`src/rtl/axis_alex_ctrl.sv`:
```
// axis_alex_ctrl: serialises 16-bit ALEX control words from an AXI4-Stream
// slave onto the GPIO lines shared with I2S. It owns the pins via alex_flag
// for the whole frame (guard, 16 bits, load strobe, guard).
module axis_alex_ctrl #(
   parameter int unsigned CLK_DIV = 4,
   parameter int unsigned GUARD   = 2
) (
   input  logic        aclk,
   input  logic        areset,
   input  logic        enable,
   input  logic [31:0] s_axis_tdata,
   input  logic        s_axis_tvalid,
   output logic        s_axis_tready,
   output logic        alex_flag,
   output logic [3:0]  alex_data,
   output logic        busy
);

   localparam int unsigned DIV_W  = 16;
   localparam int unsigned BIT_W  = 4;
   localparam int unsigned GRD_W  = 8;
   localparam int unsigned WORD_W = 16;

   localparam logic [DIV_W-1:0] DIV_LAST = DIV_W'(CLK_DIV - 1);
   localparam logic [GRD_W-1:0] GRD_LAST = GRD_W'(GUARD - 1);
   localparam logic [BIT_W-1:0] BIT_TOP  = BIT_W'(WORD_W - 1);

   typedef enum logic [2:0] {
      ST_IDLE,
      ST_LEAD,
      ST_SHIFT,
      ST_STROBE,
      ST_TRAIL
   } state_t;

   state_t              state, state_nxt;
   logic [WORD_W-1:0]   shreg, shreg_nxt;
   logic                sel, sel_nxt;
   logic                phase, phase_nxt;   // 0 = SCLK low half, 1 = SCLK high half
   logic [DIV_W-1:0]    div_cnt, div_nxt;
   logic [BIT_W-1:0]    bit_cnt, bit_nxt;
   logic [GRD_W-1:0]    grd_cnt, grd_nxt;

   logic                tready_nxt;
   logic                flag_nxt;
   logic                busy_nxt;
   logic [3:0]          data_nxt;

   // Bits [31:17] of the stream word carry nothing for this block.
   logic                tdata_unused;
   assign tdata_unused = ^s_axis_tdata[31:17];

   // Next-state, counter and output decode; outputs are derived from the
   // next state so the registered pins line up with the state register.
   always_comb begin
      state_nxt  = state;
      shreg_nxt  = shreg;
      sel_nxt    = sel;
      phase_nxt  = phase;
      div_nxt    = div_cnt;
      bit_nxt    = bit_cnt;
      grd_nxt    = grd_cnt;

      case (state)
         ST_IDLE: begin
            if (s_axis_tvalid && s_axis_tready) begin
               state_nxt = ST_LEAD;
               shreg_nxt = s_axis_tdata[WORD_W-1:0];
               sel_nxt   = s_axis_tdata[16];
               bit_nxt   = BIT_TOP;
               div_nxt   = '0;
               grd_nxt   = '0;
               phase_nxt = 1'b0;
            end
         end
         ST_LEAD: begin
            if (grd_cnt == GRD_LAST) begin
               state_nxt = ST_SHIFT;
               phase_nxt = 1'b0;
               div_nxt   = '0;
            end else begin
               grd_nxt = grd_cnt + GRD_W'(1);
            end
         end
         ST_SHIFT: begin
            if (div_cnt != DIV_LAST) begin
               div_nxt = div_cnt + DIV_W'(1);
            end else begin
               div_nxt = '0;
               if (!phase) begin
                  phase_nxt = 1'b1;
               end else if (bit_cnt == '0) begin
                  state_nxt = ST_STROBE;
                  phase_nxt = 1'b0;
               end else begin
                  // SCLK falls here, so the next bit is presented in the low half
                  phase_nxt = 1'b0;
                  shreg_nxt = {shreg[WORD_W-2:0], 1'b0};
                  bit_nxt   = bit_cnt - BIT_W'(1);
               end
            end
         end
         ST_STROBE: begin
            if (div_cnt != DIV_LAST) begin
               div_nxt = div_cnt + DIV_W'(1);
            end else begin
               state_nxt = ST_TRAIL;
               div_nxt   = '0;
               grd_nxt   = '0;
            end
         end
         ST_TRAIL: begin
            if (grd_cnt == GRD_LAST) begin
               state_nxt = ST_IDLE;
            end else begin
               grd_nxt = grd_cnt + GRD_W'(1);
            end
         end
         default: begin
            state_nxt = ST_IDLE;
         end
      endcase

      flag_nxt   = (state_nxt != ST_IDLE);
      busy_nxt   = (state_nxt != ST_IDLE);
      tready_nxt = (state_nxt == ST_IDLE) && enable;
      data_nxt   = {(state_nxt == ST_STROBE) &&  sel_nxt,
                    (state_nxt == ST_STROBE) && !sel_nxt,
                    (state_nxt == ST_SHIFT)  &&  shreg_nxt[WORD_W-1],
                    (state_nxt == ST_SHIFT)  &&  phase_nxt};
   end

   // State, datapath and output registers with synchronous reset.
   always_ff @(posedge aclk) begin
      if (areset) begin
         state         <= ST_IDLE;
         shreg         <= '0;
         sel           <= 1'b0;
         phase         <= 1'b0;
         div_cnt       <= '0;
         bit_cnt       <= '0;
         grd_cnt       <= '0;
         s_axis_tready <= 1'b0;
         alex_flag     <= 1'b0;
         alex_data     <= '0;
         busy          <= 1'b0;
      end else begin
         state         <= state_nxt;
         shreg         <= shreg_nxt;
         sel           <= sel_nxt;
         phase         <= phase_nxt;
         div_cnt       <= div_nxt;
         bit_cnt       <= bit_nxt;
         grd_cnt       <= grd_nxt;
         s_axis_tready <= tready_nxt;
         alex_flag     <= flag_nxt;
         alex_data     <= data_nxt;
         busy          <= busy_nxt;
      end
   end

endmodule

```
`config.mk`:
```
export PLATFORM = sky130hd
export DESIGN_NAME = axis_alex_ctrl
export DESIGN_NICKNAME = d
export VERILOG_FILES = /design/src/rtl/axis_alex_ctrl.sv
export SDC_FILE = /design/constraint.sdc
export NUM_CORES = 1
export LEC_CHECK = 0
export CORE_AREA = 2 2 72 74
export DETAILED_ROUTE_END_ITERATION = 12
export DIE_AREA = 0 0 74 76
export GPL_TIMING_DRIVEN = 0
export PLACE_DENSITY = 0.92
export SYNTH_ARGS = -nofsm -noshare
export SYNTH_HDL_FRONTEND = slang
export SYNTH_SLANG_ARGS = --single-unit
```
`constraint.sdc`:
```
create_clock -name aclk -period 5.8 [get_ports aclk]
set_clock_uncertainty 0.15 [all_clocks]
set_input_delay 1.16 -clock aclk [delete_from_list [all_inputs] [get_ports aclk]]
set_output_delay 1.16 -clock aclk [all_outputs]
set_load 0.02 [all_outputs]
```
* Yosys cells after proc, flatten, opt, wreduce, memory -nomap -nowiden
Index checks and enable logic that the tools add are counted.
** Cells by class
- Multiply operators :: 0
- $add $sub $neg :: 3
- Equality and inequality tests :: 15
- Bitwise logic cells :: 0
- Reduce and logical (&&, ||, !) cells :: 19
- Div/mod/pow operators :: 0
- Magnitude comparators :: 0
- Shift-type cells :: 0
- Mux-type cells :: 33
** Operators with widths (count)
- $mux W16 :: 7
- $pmux W16 S3 :: 1
- $pmux W16 S2 :: 1
- $mux W8 :: 3
- $pmux W8 S3 :: 1
- $mux W3 :: 7
- $add A16 B1 Y16 const B :: 1
- $mux W4 :: 4
- $ne A16 B2 Y1 const B :: 1
- $pmux W3 S5 :: 1
- $ne A2 B2 Y1 const B :: 7
- $eq A3 B2 Y1 const B :: 4
- $reduce_bool A3 Y1 :: 3
- $add A8 B1 Y8 const B :: 1
- $eq A8 B1 Y1 const B :: 1
- $pmux W4 S2 :: 1
- $logic_and A1 B1 Y1 :: 6
- $logic_not A3 Y1 :: 2
- $mux W1 :: 6
- $reduce_and A5 Y1 :: 1
- $logic_not A4 Y1 :: 1
- $reduce_and A4 Y1 :: 1
- $reduce_or A2 Y1 :: 2
- $sub A4 B1 Y4 const B :: 1
- 6 further kinds :: 6
** Storage, ports and cells
- Bits in latches :: 0
- RAM bits :: 0
- Output and inout bits :: 7
- Register bits :: 55
- Bits in read-only memories :: 0
- Input port bits :: 36
- Logic and storage cells :: 81
- Memories :: 0

* Logic depth before layout (Yosys ltp)
Gate-level depths: netlist of the first run.
- Depth in word-level cells :: 7
- Gate-level depth with buffers :: 9
- Depth with buffers taken out :: 7

* Worst setup path before layout of the first run
OpenSTA, ideal clock, no wires.
- Path kind :: input to register
- Start point :: input port s_axis_tvalid
- End point :: register alex_data[2]
- Library setup time :: 0.079 ns
- Buffers on the path :: 2
- Cell stages on the path :: 7
- Data required time :: 5.571 ns
- Arrival :: 2.491 ns
- Path slack :: 3.080 ns
- Cells stage by stage :: nor4bb_1 and2_1 clkbuf_1 buf_2 mux2i_1 inv_1 nor3_1
** Between the ends
- Longest elaborated chain between the ends :: 5
- Elaborated cells on any way between the ends :: 8
- Those cells by class :: eq/ne: 1; mux: 4; reduce/logical: 3
** Ends and longest elaborated chain
- start, declared :: line 12 : input logic s_axis_tvalid,
- $logic_and A1 B1 Y1 (*) :: line 66 : if (s_axis_tvalid && s_axis_tready) begin
- $mux W3 or $mux W1 (tied branches) :: line 66
- $pmux W3 S5 or $mux W1 (tied branches) :: line 64 : case (state)
- $eq A3 B2 Y1 or $logic_not A1 Y1 (tied branches) :: line 128 : (state_nxt == ST_STROBE) && !sel_nxt,
- $logic_and A1 B1 Y1 (*) :: line 128
- end signal, assigned :: line 157 : alex_data <= data_nxt;
- end, declared :: line 15 : output logic [3:0] alex_data,
Mark *: on every way between the ends. The rest lies on a longest branch, timed or not.
A chain may end at the register's enable or synchronous reset.

* Worst setup path in the final report of the first run
Same ends and word-level chain as after synthesis.

==> impl_metrics.py, run 1 <==
metrics = {
    "status": {
        "outcome": "completed",
    },
    "pwr": {
        "powerDensity_nw_per_um2": 225,
        "ir_drop_v": 0.000113,
        "pwr-share-clk": 0.325,
        "p_seq_frac": 0.563,
        "p_int_w": 0.000512,
        "p_total_w": 0.000698,
        "leakagePower_nw": 1.00,
        "p_sw_w": 0.000187,
        "combPwrFrac": 0.112,
        "swShare": 0.267,
    },
    "timing": {
        "slew_headroom": 0.474,
        "whs_ns": 0.310,
        "period_share": 0.571,
        "worst_slack_ns": 2.49,
        "hold_violations": 0,
        "worst_slew_pin_slew_ns": 0.783,
        "min_period_ns": 3.31,
        "setup_viol": 0,
        "rsz0062_at_grt": "no",
        "fmax_ghz": 0.302,
        "fin_tns_setup_ns": 0,
        "slew_viol_final": 0,
    },
    "floorplanning": {
        "io_pins": 43,
        "die_w_um": 74,
        "std_cell_rows": 26,
        "start_util": 0.542,
        "fp.dieH_um": 76,
        "core_area_sq_um": 4910,
        "die-area_sq_um": 5620,
    },
    "setup_path": {
        "r2r_setup_slack_ns": 3.34,
        "path_cells": "clkdlybuf4s50_1 > nor4bb_1 > and2_1 > clkbuf_1 > buf_2 > mux2i_1 > inv_1 > nor3_1",
        "slowest_stage": "nor4bb_1",
        "path_buf_inv": 4,
        "cp.arrival_ns": 3.41,
        "critical_path_class": "in -> reg",
        "reg2reg_from": "div_cnt[0]",
        "r2r-end": "busy",
        "critPathMaxFanout": 10,
        "r2r_cells": 6,
        "path_delay_family": "buffers and inverters",
        "crit_required_ns": 5.89,
        "slowest_delay_ns": 0.52,
        "start_kind": "input pin",
        "cp-end-kind": "register",
    },
    "global_route": {
        "antenna_found_initial": 0,
        "first_global_vias": 2287,
        "grt_pass1_wl_um": 10200,
        "grt_util_all_layers": 0.226,
        "grt_overflow": 0,
        "grt_max_degree": 20,
    },
    "placement": {
        "place_inst": 403,
        "place.port_buffers": 26,
        "post-dp-hpwl_um": 4360,
        "gp_congestion": 0.863,
        "dp_slack_ns": 2.27,
    },
    "hold_path": {
        "holdPathEnd": "shreg[5]",
        "min_path_type": "reg -> reg",
        "min_delay_path_depth": 2,
        "hold_start": "shreg[5]",
    },
    "logic_synthesis": {
        "synth_enable_flop_cells": 0,
        "netlist_top_cells_area": "dfxtp_1 41%, a21oi_1 4.7%, nand2_1 4.7%",
        "ys_top_cells_by_count": "55 x dfxtp_1, 33 x nand2_1, 25 x a21oi_1",
        "synthCells": 307,
        "synth_most_common_cell": "dfxtp_1",
        "synth.distinct_cells": 55,
        "synthFlopType": "dfxtp_1",
        "syn_avg_cell_area_sq_um": 8.67,
        "synth-seq-cells": 55,
        "syn_nets": 347,
        "async_reset_ff_frac": 0,
        "synth_top_area_frac": 0.414,
        "seq_area_frac_synth": 0.414,
        "synth_area_leader_cell": "dfxtp_1",
        "synth_area_sq_um": 2660,
        "yosysWarnings": 0,
    },
    "cts": {
        "cts.path.max_buffers": 2,
        "clkTransAtPathRegs_ns": 0.11,
        "htree_levels": 2,
        "postCtsSetupRepairBufs": 0,
        "cts_tree": "yes",
        "clock-sinks": 55,
        "clock_latency_ns": 0.32,
        "hold_buffers": 0,
        "clockRootBuffer": "clkbuf_8",
        "ctsResizeCount": 0,
        "numCtsBuffers": 5,
    },
    "cells_and_area": {
        "antenna_cells": 0,
        "drive_gt1_frac": 0.0674,
        "fin_nets": 380,
        "area_growth_syn_to_layout_pct": 16.7,
        "final_cells": 411,
    },
    "routing": {
        "highest_layer": "met4",
        "drtPass1Iterations": 5,
        "routed_wl_um": 6210,
        "drc": 0,
        "ant_nets": 0,
        "wl_per_cell_um": 15.1,
        "drtIter0Drc": 198,
        "via_count": 2436,
        "wl_met2_um": 3000,
        "met1Wirelength_um": 2770,
        "wl_met3_um": 307,
        "avgViaCountPerCell": 5.93,
    },
    "run": {
        "maxCapViolCount": 0,
    },
}
-- flip-flops by register name, summed over array words and instances, names as in the netlist --
signal         cells
state              3
alex_data          4
shreg             16
phase              1
sel                1
bit_cnt            4
div_cnt           16
grd_cnt            8
busy               1
s_axis_tready      1
-- worst max path at each step --
stage	from	end	slack (ns)	depth (start not counted)
5_1_grt	s_axis_tvalid	alex_data[2]	2.33	8
3_5_place_dp	s_axis_tvalid	shreg[2]	2.27	7
2_1_floorplan	s_axis_tvalid	alex_data[2]	3.08	7
4_1_cts	s_axis_tvalid	alex_data[2]	2.54	8
3_3_place_gp	s_axis_tvalid	alex_data[2]	2.30	8
6_report	s_axis_tvalid	alex_data[2]	2.49	8
-- worst min-delay path, stage by stage, from the launching register on --
cell and delay [ns]:
dfxtp_1 0.33, nand2_1 0.05, a21oi_1 0.05
-- power by group through the flow --
| stage | Combinational, W | Clock (W) | Sequential, W |
|---|---|---|---|
| after floorplan | 0.0000456 | 0 | 0.000401 |
| after global placement | 0.0000737 | 0 | 0.000401 |
| after CTS | 0.0000771 | 0.000228 | 0.000393 |
| after detailed placement | 0.0000766 | 0 | 0.000402 |
| after global routing | 0.0000853 | 0.000245 | 0.000394 |
| final | 0.0000780 | 0.000227 | 0.000393 |
-- kinds of logic (layout without fill, tap and decap cells) --
group           after synthesis  count (layout)  synth area share
flops                        55              55             0.414
simple gates                130             130             0.282
mux                           5               5            0.0193
xor+xnor                     14              14            0.0461
fa+ha+maj                     4               4            0.0188
compound gates               71              71             0.177
buf+inv                      28              62            0.0433
-- through the flow --
stage / util / area [sq um]
CTS: 0.632 / 3110
finish: 0.632 / 3110
floorplan: - / 2660
detailed placement: 0.613 / 3010
global placement: 0.613 / 3010
global route: 0.632 / 3110
-- layer usage --
layer | vias up | global-route usage
li1 | 1182 | -
met1 | 1159 | 0.306
met2 | 83 | 0.356
met3 | 12 | 0.0423
met4 | 0 | 0.0800
met5 | - | 0
-- cell usage in the layout, fill, tap and decap left out, types with 2 or more instances in the layout --
cell type,synthesis,layout
nor3b_1,7,7
and4_1,4,4
and3_1,4,4
clkbuf_8,0,5
nor3_1,11,11
buf_2,5,5
dfxtp_1,55,55
o31ai_1,2,2
nand4_1,7,7
clkbuf_1,13,13
mux2i_1,4,4
nor4_2,3,3
nand3_1,7,7
nand2b_1,6,6
nand2_1,33,33
a221oi_1,2,2
and2_1,2,2
or3_1,2,2
or4_1,2,2
xnor2_1,13,13
ha_1,4,4
nor2_1,24,24
a21boi_1,2,2
o21ai_0,7,7
a31oi_1,3,3
inv_1,8,8
a21oi_1,25,25
a22oi_1,15,15
nor4b_1,7,7
clkdlybuf4s50_1,0,26
a221o_1,2,2
a211oi_1,3,3
-- final cells by class --
type | instances | area, sq um
fill | 406 | 1810
multi-input combinational | 224 | 1450
sequential | 55 | 1100
timing repair buffer | 26 | 260
tap | 70 | 87.6
buffer | 20 | 85.1
clock buffer | 5 | 68.8
inverter | 8 | 30.0
clock inverter | 3 | 27.5
No activity file was read; power rests on OpenSTA's default activity.
==> run 2, diff against run 1 <==
CORE_AREA = 2 2 74 76   (was 2 2 72 74)
DIE_AREA = 0 0 76 78   (was 0 0 74 76)
PLACE_DENSITY = 0.88   (was 0.92)
clock period = 3.3 ns   (was 5.8 ns; I/O delays follow)
==> run 2 against run 1 <==
Sequential share of layout area stayed put; first-iteration DRC count decreased by 21%; core utilization is 1.6 points lower; setup slack got worse by 1.9 ns; clock-buffer cell count stayed put; global-route usage decreased by 1.8 points; total power is 75% higher; largest power group unchanged.
==> impl_metrics.py, run 2 (synthesized netlist as in run 1, its figures left out) <==
metrics = {
    "timing": {
        "fin_tns_setup_ns": 0,
        "rsz0062_at_grt": "no",
        "setup_viol": 0,
        "slew_viol_final": 0,
        "worst_slew_pin_slew_ns": 0.762,
        "min_period_ns": 2.72,
        "slew_headroom": 0.488,
        "hold_violations": 0,
        "period_share": 0.825,
        "fmax_ghz": 0.367,
    },
    "placement": {
        "post-dp-hpwl_um": 4300,
        "place.port_buffers": 26,
        "gp_congestion": 0.913,
        "place_inst": 403,
    },
    "cells_and_area": {
        "reg.largest.list": "div_cnt x16, shreg x16, grd_cnt x8",
        "area_growth_syn_to_layout_pct": 16.7,
        "fin_nets": 380,
        "final_cell_mix": "55 x dfxtp_1, 33 x nand2_1, 26 x clkdlybuf4s50_1",
        "drive_gt1_frac": 0.0674,
        "postLayoutCoreUtil": 0.616,
        "final_common_cell": "dfxtp_1",
        "nFillCells": 422,
        "final_cells": 411,
        "antenna_cells": 0,
    },
    "pwr": {
        "p_sw_w": 0.000321,
        "leakagePower_nw": 1.00,
        "p_int_w": 0.000900,
        "pwr-share-clk": 0.325,
        "swShare": 0.263,
        "powerDensity_nw_per_um2": 393,
        "p_seq_frac": 0.565,
        "p_total_w": 0.00122,
        "ir_drop_v": 0.000308,
        "combPwrFrac": 0.109,
    },
    "setup_path": {
        "cp-end-kind": "register",
        "critical_path_class": "in -> reg",
        "reg2reg_from": "div_cnt[0]",
        "r2r-end": "busy",
        "r2r_cells": 6,
        "critPathMaxFanout": 10,
        "cp.arrival_ns": 2.82,
        "r2r_setup_slack_ns": 0.87,
        "crit_required_ns": 3.40,
        "start_kind": "input pin",
    },
    "run": {
        "maxCapViolCount": 0,
    },
    "cts": {
        "htree_levels": 2,
        "clock-sinks": 55,
        "hold_buffers": 0,
        "numCtsBuffers": 5,
        "clockRootBuffer": "clkbuf_8",
        "ctsResizeCount": 0,
        "postCtsSetupRepairBufs": 0,
        "cts.path.max_buffers": 2,
        "clkTransAtPathRegs_ns": 0.10,
        "clock_latency_ns": 0.32,
        "cts_tree": "yes",
    },
    "hold_path": {
        "min_delay_path_depth": 2,
        "hold_start": "shreg[11]",
        "min_path_type": "reg -> reg",
        "holdPathEnd": "shreg[11]",
    },
    "routing": {
        "drtIter0Drc": 157,
        "drtPass1Iterations": 5,
        "ant_nets": 0,
        "wl_per_cell_um": 14.4,
        "drc": 0,
        "routed_wl_um": 5930,
        "via_count": 2366,
        "avgViaCountPerCell": 5.76,
    },
    "global_route": {
        "grt_max_degree": 20,
        "grt_pass1_wl_um": 10200,
        "first_global_vias": 2250,
        "grt_overflow": 0,
        "grt_util_all_layers": 0.208,
        "antenna_found_initial": 0,
    },
    "status": {
        "outcome": "completed",
    },
    "floorplanning": {
        "core_area_sq_um": 5040,
        "fp.dieH_um": 78,
        "std_cell_rows": 26,
        "die-area_sq_um": 5930,
        "start_util": 0.528,
        "io_pins": 43,
        "die_w_um": 76,
    },
}
-- run 2: power by group through the flow --
stage          clock [W]  sequential, W  combinational, W
3_3_place_gp           0       0.000705          0.000128
2_1_floorplan          0       0.000705         0.0000802
3_5_place_dp           0       0.000706          0.000132
5_1_grt         0.000428       0.000693          0.000147
6_report        0.000397       0.000691          0.000134
4_1_cts         0.000403       0.000691          0.000133
-- run 2: cell type report --
cell class,instances,area [sq um],share of cell area
inverter,8,30.0,0.00967
timing repair buffer,26,260,0.0838
clock buffer,5,68.8,0.0222
clock inverter,3,27.5,0.00886
multi-input combinational,224,1450,0.465
tap,70,87.6,0.0282
buffer,20,85.1,0.0274
sequential,55,1100,0.355
-- run 2: worst max-delay path: stages --
cell,delay [ns]
clkdlybuf4s50_1,0.50
nor4bb_1,0.45
and2_1,0.20
clkbuf_1,0.19
buf_2,0.26
mux2i_1,0.31
inv_1,0.07
nor3_1,0.18
-- run 2: routing by layer --
metal / GRT usage / vias up / part of all wire
li1: - / 1183 / -
met1: 0.277 / 1096 / 0.45
met2: 0.343 / 78 / 0.48
met3: 0.0372 / 9 / 0.057
met4: 0.0709 / 0 / 0.013
met5: 0 / - / 0
-- run 2: per-stage QoR --
step	setup slack, ns	area, sq um	hold WS, ns
after global placement	0.306	3010	0.288
final	0.577	3110	0.309
after CTS	0.580	3110	0.308
after global routing	0.416	3110	0.335
after detailed placement	0.262	3010	0.293
after floorplan	1.08	2660	0.282
-- run 2: worst max path at each step --
| stage | startpoint | to | slack [ns] |
|---|---|---|---|
| after global placement | s_axis_tvalid | alex_data[2] | 0.31 |
| after global routing | s_axis_tvalid | alex_data[2] | 0.42 |
| after floorplan | s_axis_tvalid | alex_data[2] | 1.08 |
| final | s_axis_tvalid | alex_data[2] | 0.58 |
| after detailed placement | s_axis_tvalid | alex_data[2] | 0.26 |
| after CTS | s_axis_tvalid | alex_data[2] | 0.58 |
